File: src/rtl/alu_operand_loader.sv
// Operand loader: synchronises switches, debounces LOAD, captures {A,B,OP}
// and hands the word to the ALU over a valid/ready handshake.
module alu_operand_loader #(
    parameter int DEB_CYCLES = 1000,
    parameter int DEB_W      = 16
) (
    input  logic       clk,
    input  logic       rst,
    input  logic       btn_load,
    input  logic [1:0] sw_a,
    input  logic [1:0] sw_b,
    input  logic [1:0] sw_op,
    input  logic       out_ready,
    output logic       out_valid,
    output logic [1:0] out_a,
    output logic [1:0] out_b,
    output logic [1:0] out_op,
    output logic       busy,
    output logic [3:0] drop_cnt
);

    typedef enum logic {
        S_IDLE,
        S_HOLD
    } state_t;

    localparam logic [DEB_W-1:0] DEB_LAST = DEB_W'(DEB_CYCLES - 1);

    logic             r_btn_s1, r_btn_s2;
    logic [1:0]       r_a_s1, r_a_s2;
    logic [1:0]       r_b_s1, r_b_s2;
    logic [1:0]       r_op_s1, r_op_s2;
    logic             r_db, r_db_prev;
    logic [DEB_W-1:0] r_cnt;
    state_t           r_state, w_next;
    logic             w_press, w_load, w_drop;
    logic [1:0]       r_a, r_b, r_op;
    logic [3:0]       r_drop;

    always_ff @(posedge clk or posedge rst) begin
        if (rst) begin
            r_btn_s1 <= 1'b0;
            r_btn_s2 <= 1'b0;
            r_a_s1   <= '0;
            r_a_s2   <= '0;
            r_b_s1   <= '0;
            r_b_s2   <= '0;
            r_op_s1  <= '0;
            r_op_s2  <= '0;
        end else begin
            r_btn_s1 <= btn_load;
            r_btn_s2 <= r_btn_s1;
            r_a_s1   <= sw_a;
            r_a_s2   <= r_a_s1;
            r_b_s1   <= sw_b;
            r_b_s2   <= r_b_s1;
            r_op_s1  <= sw_op;
            r_op_s2  <= r_op_s1;
        end
    end

    // db only follows the button after DEB_CYCLES straight cycles of disagreement
    always_ff @(posedge clk or posedge rst) begin
        if (rst) begin
            r_db      <= 1'b0;
            r_db_prev <= 1'b0;
            r_cnt     <= '0;
        end else begin
            r_db_prev <= r_db;
            if (r_btn_s2 != r_db) begin
                if (r_cnt == DEB_LAST) begin
                    r_db  <= r_btn_s2;
                    r_cnt <= '0;
                end else begin
                    r_cnt <= r_cnt + 1'b1;
                end
            end else begin
                r_cnt <= '0;
            end
        end
    end

    assign w_press = r_db & ~r_db_prev;

    always_ff @(posedge clk or posedge rst) begin
        if (rst) begin
            r_state <= S_IDLE;
        end else begin
            r_state <= w_next;
        end
    end

    always_comb begin
        w_next = r_state;
        w_load = 1'b0;
        w_drop = 1'b0;
        unique case (r_state)
            S_IDLE: begin
                if (w_press) begin
                    w_load = 1'b1;
                    w_next = S_HOLD;
                end
            end
            S_HOLD: begin
                w_drop = w_press;
                if (out_ready) begin
                    w_next = S_IDLE;
                end
            end
            default: w_next = S_IDLE;
        endcase
    end

    always_ff @(posedge clk or posedge rst) begin
        if (rst) begin
            r_a    <= '0;
            r_b    <= '0;
            r_op   <= '0;
            r_drop <= '0;
        end else begin
            if (w_load) begin
                r_a  <= r_a_s2;
                r_b  <= r_b_s2;
                r_op <= r_op_s2;
            end
            if (w_drop && (r_drop != 4'hF)) begin
                r_drop <= r_drop + 4'd1;
            end
        end
    end

    assign out_valid = (r_state == S_HOLD);
    assign busy      = (r_state == S_HOLD);
    assign out_a     = r_a;
    assign out_b     = r_b;
    assign out_op    = r_op;
    assign drop_cnt  = r_drop;

endmodule

File: config.mk
export PLATFORM = sky130hd
export DESIGN_NAME = alu_operand_loader
export DESIGN_NICKNAME = d
export VERILOG_FILES = /design/src/rtl/alu_operand_loader.sv
export SDC_FILE = /design/constraint.sdc
export NUM_CORES = 1
export LEC_CHECK = 0
export BUFFER_PORTS_ARGS = -buffer_cell sky130_fd_sc_hd__buf_4
export CAP_MARGIN = 20
export CELL_PAD_IN_SITES_DETAIL_PLACEMENT = 0
export CELL_PAD_IN_SITES_GLOBAL_PLACEMENT = 1
export CORE_MARGIN = 5
export CORE_UTILIZATION = 43
export DETAILED_ROUTE_END_ITERATION = 10
export PLACE_DENSITY_LB_ADDON = 0.1
export SLEW_MARGIN = 20
export SYNTH_ARGS = -nofsm -noshare
export SYNTH_HDL_FRONTEND = slang
export SYNTH_SLANG_ARGS = --single-unit
File: constraint.sdc
create_clock -name clk -period 2.4 [get_ports clk]
set_clock_uncertainty 0.1 [all_clocks]
set_input_delay 0.12 -clock clk [delete_from_list [all_inputs] [get_ports clk]]
set_output_delay 0.12 -clock clk [all_outputs]
set_load 0.1 [all_outputs]
==> impl_metrics.ini, run 1 <==
[status]
outcome = completed

[layout]
insertedDiodeCount = 0
drive_gt1_share_pct = 24.4
stdcell_area_um2 = 2050
final_util_pct = 55.5
nFillCells = 325
area_delta_synth_final_pct = 24.0
fin_nets = 176
finalNonFillerCells = 212

[drt]
vias = 1040
drtAntennaViolNets = 0
first_pass_iters = 4
wire_per_inst_um = 12.7
drt-initial-drc-count = 50
drc = 0
wl_um = 2680
viasPerCell = 4.91

[synth]
ys_ff_latch = 43
yosys.area_share.adder_pct = 1.52
synth_simple_gate_area_share_pct = 14.7
syn_inst = 128
yosysWarnings = 0
postSynthAreaPerCell_um2 = 12.9
seq_area_frac_synth_pct = 65.2
synthXorXnorAreaFrac_pct = 9.55
synth_top_family_by_area = simple AND/OR/NAND/NOR gates
ys_types = 21
syn_area_um2 = 1650
synth_compound_area_share_pct = 0.834
synthMuxAreaShare_pct = 5.46
synth.net_count = 140

[setup_path]
cp_max_fo = 16
critPathLaunchType = register
worst-endpoint-arrival_ns = 1.99
endpoint_kind = register
crit_path_cell_trace = or4_1 > nor4_2 > or2_1 > buf_4 > nor2_1
path_class = register to register
slowest_delay_ns = 0.55
worstPathRequired_ns = 2.47
crit_buf_inv = 1
crit_family = simple AND/OR/NAND/NOR gates
cp_slowest_cell = or4_1

[floorplanning]
initial_utilization_pct = 44.7
dieHeight_um = 72.0
fp.dieArea_um2 = 5180
core_um2 = 3690
std_cell_rows = 22
die_w_um = 72.0
ios = 22

[clocking]
ctsResizeCount = 0
cts_root_buffer = clkbuf_8
h-tree-depth = 2
numCtsBuffers = 5
clock_sinks = 43
clk_path_buf_depth = 2
cts_tree = done
cts.clk_slew.worst_paths_ns = 0.07
worst_skew_pair.late_latency_ns = 0.29

[sta]
layout_setup_ws_ns = 0.482
setup_viol = 0
period_minus_slack_ns = 1.92
drv_slew = 0
fin_setup_tns_ns = 0
slew_headroom_pct = 51.4
rsz0062_at_grt = no
fmax_mhz = 521
holdWs_ns = 0.0197
period_share_pct = 79.9
tightest_slew_ns = 0.728
final-hold-violation-count = 0

[grt]
grt_overflow = 0
grt_pass1_vias = 1035
antenna_found_initial = 0
grt_max_degree = 22
grt_pass1_wl_um = 4590
track_usage_pct = 11.5

[place]
numPortBuffers = 21
place_area_um2 = 1860
routabilityCongestion = 0.776
dpl.cell_count = 197
dp_hpwl_um = 1890
dp_slack_ns = 0.481

[power_and_ir_drop]
p_leak_nw = 0.958
p_per_area_nw_per_um2 = 646
ir_drop_mv = 0.461
finalPower_mw = 1.32

[run]
max_cap_viol_count = 0

[worst_hold_path]
hold_path_class = input pin to register
==> cells by family after synthesis <==
group	after synthesis
and+or+nand+nor	47
buffers and inverters	8
xor gates and xnor gates	18
muxes	8
AOI/OAI and AO/OA	2
DFF	43
adders and majority gates	2
==> power by group <==
part,total (mW),switching (mW),internal [mW]
combinational,0.0509,0.0251,0.0257
sequential,0.748,0.00747,0.740
clock,0.524,0.220,0.305
total,1.32,0.252,1.07
==> what timing repair did <==
item	in CTS	in global routing
buffers inserted	0	0
hold buffers	8	0
endpoints found under the setup margin	0	0
hold endpoints to repair	26	0
==> synth_stat cells <==
master	n	area, um2
nand2_1	4	15.0
nor3b_2	1	12.5
inv_1	5	18.8
buf_4	2	15.0
dfrtp_1	43	1080
or4_1	2	15.0
buf_6	1	11.3
nor3_1	4	20.0
nor4_2	1	12.5
or2_1	1	6.26
nand3b_1	1	7.51
nand3_1	6	30.0
xnor2_1	15	131
mux2_2	8	90.1
ha_1	2	25.0
nand4_1	4	25.0
a31oi_1	1	6.26
nor4_1	5	31.3
a21o_1	1	7.51
xor2_1	3	26.3
nor2_1	18	67.6
==> sequential cells by signal (all words and copies together), names as in the netlist, 2 cells and up <==
| signal | cells |
|---|---|
| r_op_s1 | 2 |
| r_cnt | 16 |
| drop_cnt | 4 |
| r_op_s2 | 2 |
| out_b | 2 |
| r_b_s1 | 2 |
| r_a_s2 | 2 |
| r_a_s1 | 2 |
| out_op | 2 |
| out_a | 2 |
| r_b_s2 | 2 |
==> path summary, 6_finish.rpt <==
kind | startpoint | to | cells after the start | slack [ns]
min reg2reg | r_a_s1[1]$_DFF_PP0_ | r_a_s2[1]$_DFF_PP0_ | 0 | 0.25
min | out_ready | busy$_DFF_PP0_ | 3 | 0.02
max reg2reg | r_cnt[10]$_DFF_PP0_ | r_cnt[8]$_DFF_PP0_ | 5 | 0.48
max | r_cnt[10]$_DFF_PP0_ | r_cnt[8]$_DFF_PP0_ | 5 | 0.48
max in group asynchronous | rst | drop_cnt[0]$_DFFE_PP0P_ | 4 | 1.10
min in group asynchronous | rst | r_a_s2[1]$_DFF_PP0_ | 3 | 0.42
==> layer usage <==
layer | track usage, % | wire (um)
met1 | 13.8 | 1230
met2 | 18.6 | 1250
met3 | 4.43 | 155
met4 | 5.01 | 47
met5 | 0 | 0
==> layout by cell type, fill, tap and decap left out, drive strengths merged, types with 2 or more instances in the layout <==
cell	netlist	layout
inv	5	5
ha	2	2
nand3	6	6
dfrtp	43	43
nor2	18	18
dlygate4sd3	0	8
mux2	8	8
xnor2	15	15
nor4	6	6
xor2	3	3
nand2	4	4
nor3	4	4
or4	2	2
buf	3	24
nand4	4	4
clkbuf	0	6
==> cell type report <==
type	count	area (um2)	share of cell area [%]
clock buffer	6	72.6	3.55
clock inverter	1	30.0	1.47
inverter	5	18.8	0.917
multi-input combinational	77	529	25.9
sequential	43	1080	52.6
tap	48	60.1	2.93
timing repair buffer	32	260	12.7
==> worst register-to-register path, stage by stage (launching register included) <==
cell	delay (ns)
dfrtp_1	0.44
or4_1	0.55
nor4_2	0.30
or2_1	0.14
buf_4	0.20
nor2_1	0.07
(Power assumes the default switching activity.)
==> run 2: changes to the inputs <==
- clock period: 2.4 -> 1.8 ns (I/O delays scaled with it)
==> run 2 against run 1 <==
Compared with the run above: the flow now finishes with violations (setup timing); die area unchanged; clock power up 49%; sequential power is 33% higher; clock-buffer cell count unchanged; register-to-register slack got worse by 0.51 ns; combinational power increased by 59%; critical endpoint is now r_cnt[12]$_DFF_PP0_.
==> impl_metrics.ini, run 2 (synthesized netlist as in run 1, its figures left out) <==
[power_and_ir_drop]
switching_share_pct = 19.9
p_seq_share_pct = 53.7
ir_drop_mv = 0.561
power_frac_comb_pct = 4.4
p_per_area_nw_per_um2 = 839
cellInternalPower_mw = 1.49
p_sw_mw = 0.370
p_clk_share_pct = 42.0
p_leak_nw = 1.03

[layout]
drive_gt1_share_pct = 33.5
area_delta_synth_final_pct = 34.0
fin_nets = 187
insertedDiodeCount = 0
final_cell_mix = dfrtp_1, buf_4, nor2_1
nFillCells = 313
largest_register_ffs = 16
finalNonFillerCells = 224
layout_commonest_cell = dfrtp_1
final_util_pct = 59.9
largest-register = r_cnt

[drt]
drt-initial-drc-count = 40
wl_um = 2890
vias = 1093
drc = 0
drtAntennaViolNets = 0
first_pass_iters = 4
viasPerCell = 4.88
wire_per_inst_um = 12.9

[sta]
setup_viol = 17
drv_slew = 0
rsz0062_at_grt = yes
fmax_mhz = 546
slew_headroom_pct = 65.4
layout_setup_ws_ns = -0.0317
final-hold-violation-count = 0
tightest_slew_ns = 0.518
period_minus_slack_ns = 1.83
fin_setup_tns_ns = -0.340
period_share_pct = 102

[clocking]
clock_sinks = 43
cts.clk_slew.worst_paths_ns = 0.08
worst_skew_pair.late_latency_ns = 0.29
cts_root_buffer = clkbuf_8
clk_path_buf_depth = 2
cts_tree = done
numCtsBuffers = 5
h-tree-depth = 2

[status]
outcome = finished, violations left
violations = setup timing

[worst_hold_path]
hold_path_class = register to register

[setup_path]
cp_slowest_cell = or4_4
crit_buf_inv = 1
endpoint_kind = register
worstPathRequired_ns = 1.88
critPathLaunchType = register
crit_path_cell_trace = or4_4 > nor4_4 > or2_4 > clkbuf_16 > nor2_1
cp_max_fo = 8
path_class = register to register
slowest_delay_ns = 0.55
crit_family = simple AND/OR/NAND/NOR gates
worst-endpoint-arrival_ns = 1.92

[floorplanning]
initial_utilization_pct = 44.7
ios = 22
core_um2 = 3690
dieHeight_um = 72.0
fp.dieArea_um2 = 5180
die_w_um = 72.0
std_cell_rows = 22

[place]
dp_hpwl_um = 1900
routabilityCongestion = 0.810
numPortBuffers = 21
dpl.cell_count = 203

[grt]
track_usage_pct = 13.0
antenna_found_initial = 0
grt_max_degree = 44
grt_pass1_wl_um = 5140
grt_overflow = 0
grt_pass1_vias = 1107

[run]
max_cap_viol_count = 0
[run 2: cell types whose count changed in the layout (fill, tap and decap cells not counted), sizes merged]
| cell | change |
|---|---|
| buf | +9 |
| clkbuf | +1 |
| dlygate4sd3 | +1 |
| inv | +1 |
[run 2: layer usage]
metal  vias up  track usage (%)  wire length [um]
met1       541             16.8              1320
li1        525                -                 -
met2        22             19.4              1360
met5         -                0                 0
met3         5             4.99               153
met4         0             6.26                61
[run 2: worst register-to-register path, cell delays in order (launching register included)]
cell	delay [ns]
dfrtp_1	0.39
or4_4	0.55
nor4_4	0.30
or2_4	0.20
clkbuf_16	0.15
nor2_1	0.04
[run 2: final timing paths]
check	slack, ns	depth (start not counted)	end	startpoint
min in group asynchronous	0.38	4	drop_cnt[1]$_DFFE_PP0P_	rst
max in group asynchronous	0.84	4	busy$_DFF_PP0_	rst
min reg2reg	0.25	0	r_btn_s2$_DFF_PP0_	r_btn_s1$_DFF_PP0_
min	0.25	0	r_btn_s2$_DFF_PP0_	r_btn_s1$_DFF_PP0_
max	-0.03	5	r_cnt[12]$_DFF_PP0_	r_cnt[15]$_DFF_PP0_
max reg2reg	-0.03	5	r_cnt[12]$_DFF_PP0_	r_cnt[15]$_DFF_PP0_
[run 2: repair_timing]
item | in CTS | in global routing
endpoints found under the hold margin | 51 | 0
resized for setup | 3 | 3
hold buffers | 9 | 0
gates cloned | 0 | 1
endpoints found under the setup margin | 17 | 17
buffers inserted | 1 | 2
pin swaps | 3 | 5
[run 2: layout make-up]
cell class / count / area [um2] / share of cell area, %
clock inverters: 2 / 38.8 / 1.75
flip-flops and latches: 43 / 1080 / 48.8
inverters: 5 / 18.8 / 0.849
multi-input cells: 77 / 556 / 25.1
well taps: 48 / 60.1 / 2.72
repair buffers: 43 / 375 / 17.0
clock buffers: 6 / 82.6 / 3.74
[run 2: power groups by stage]
| stage | Clock (mW) | Sequential [mW] | Combinational (mW) |
|---|---|---|---|
| 4_1_cts | 0.806 | 0.996 | 0.0748 |
| 3_3_place_gp | 0 | 1.01 | 0.0569 |
| 5_1_grt | 0.847 | 0.998 | 0.0941 |
| 6_report | 0.779 | 0.996 | 0.0811 |
| 3_5_place_dp | 0 | 1.02 | 0.0593 |
| 2_1_floorplan | 0 | 1.01 | 0.0335 |
[run 2: stage by stage]
| step | hold slack (ns) | setup WS [ns] | instance area (um2) | power [mW] |
|---|---|---|---|---|
| floorplan | 0.0214 | -0.0385 | 1660 | 1.05 |
| global placement | 0.0995 | -0.0414 | 1930 | 1.07 |
| detailed placement | 0.100 | -0.0822 | 1930 | 1.07 |
| CTS | 0.254 | -0.0362 | 2160 | 1.88 |
| global route | 0.258 | -0.103 | 2210 | 1.94 |
| finish | 0.251 | -0.0317 | 2210 | 1.86 |
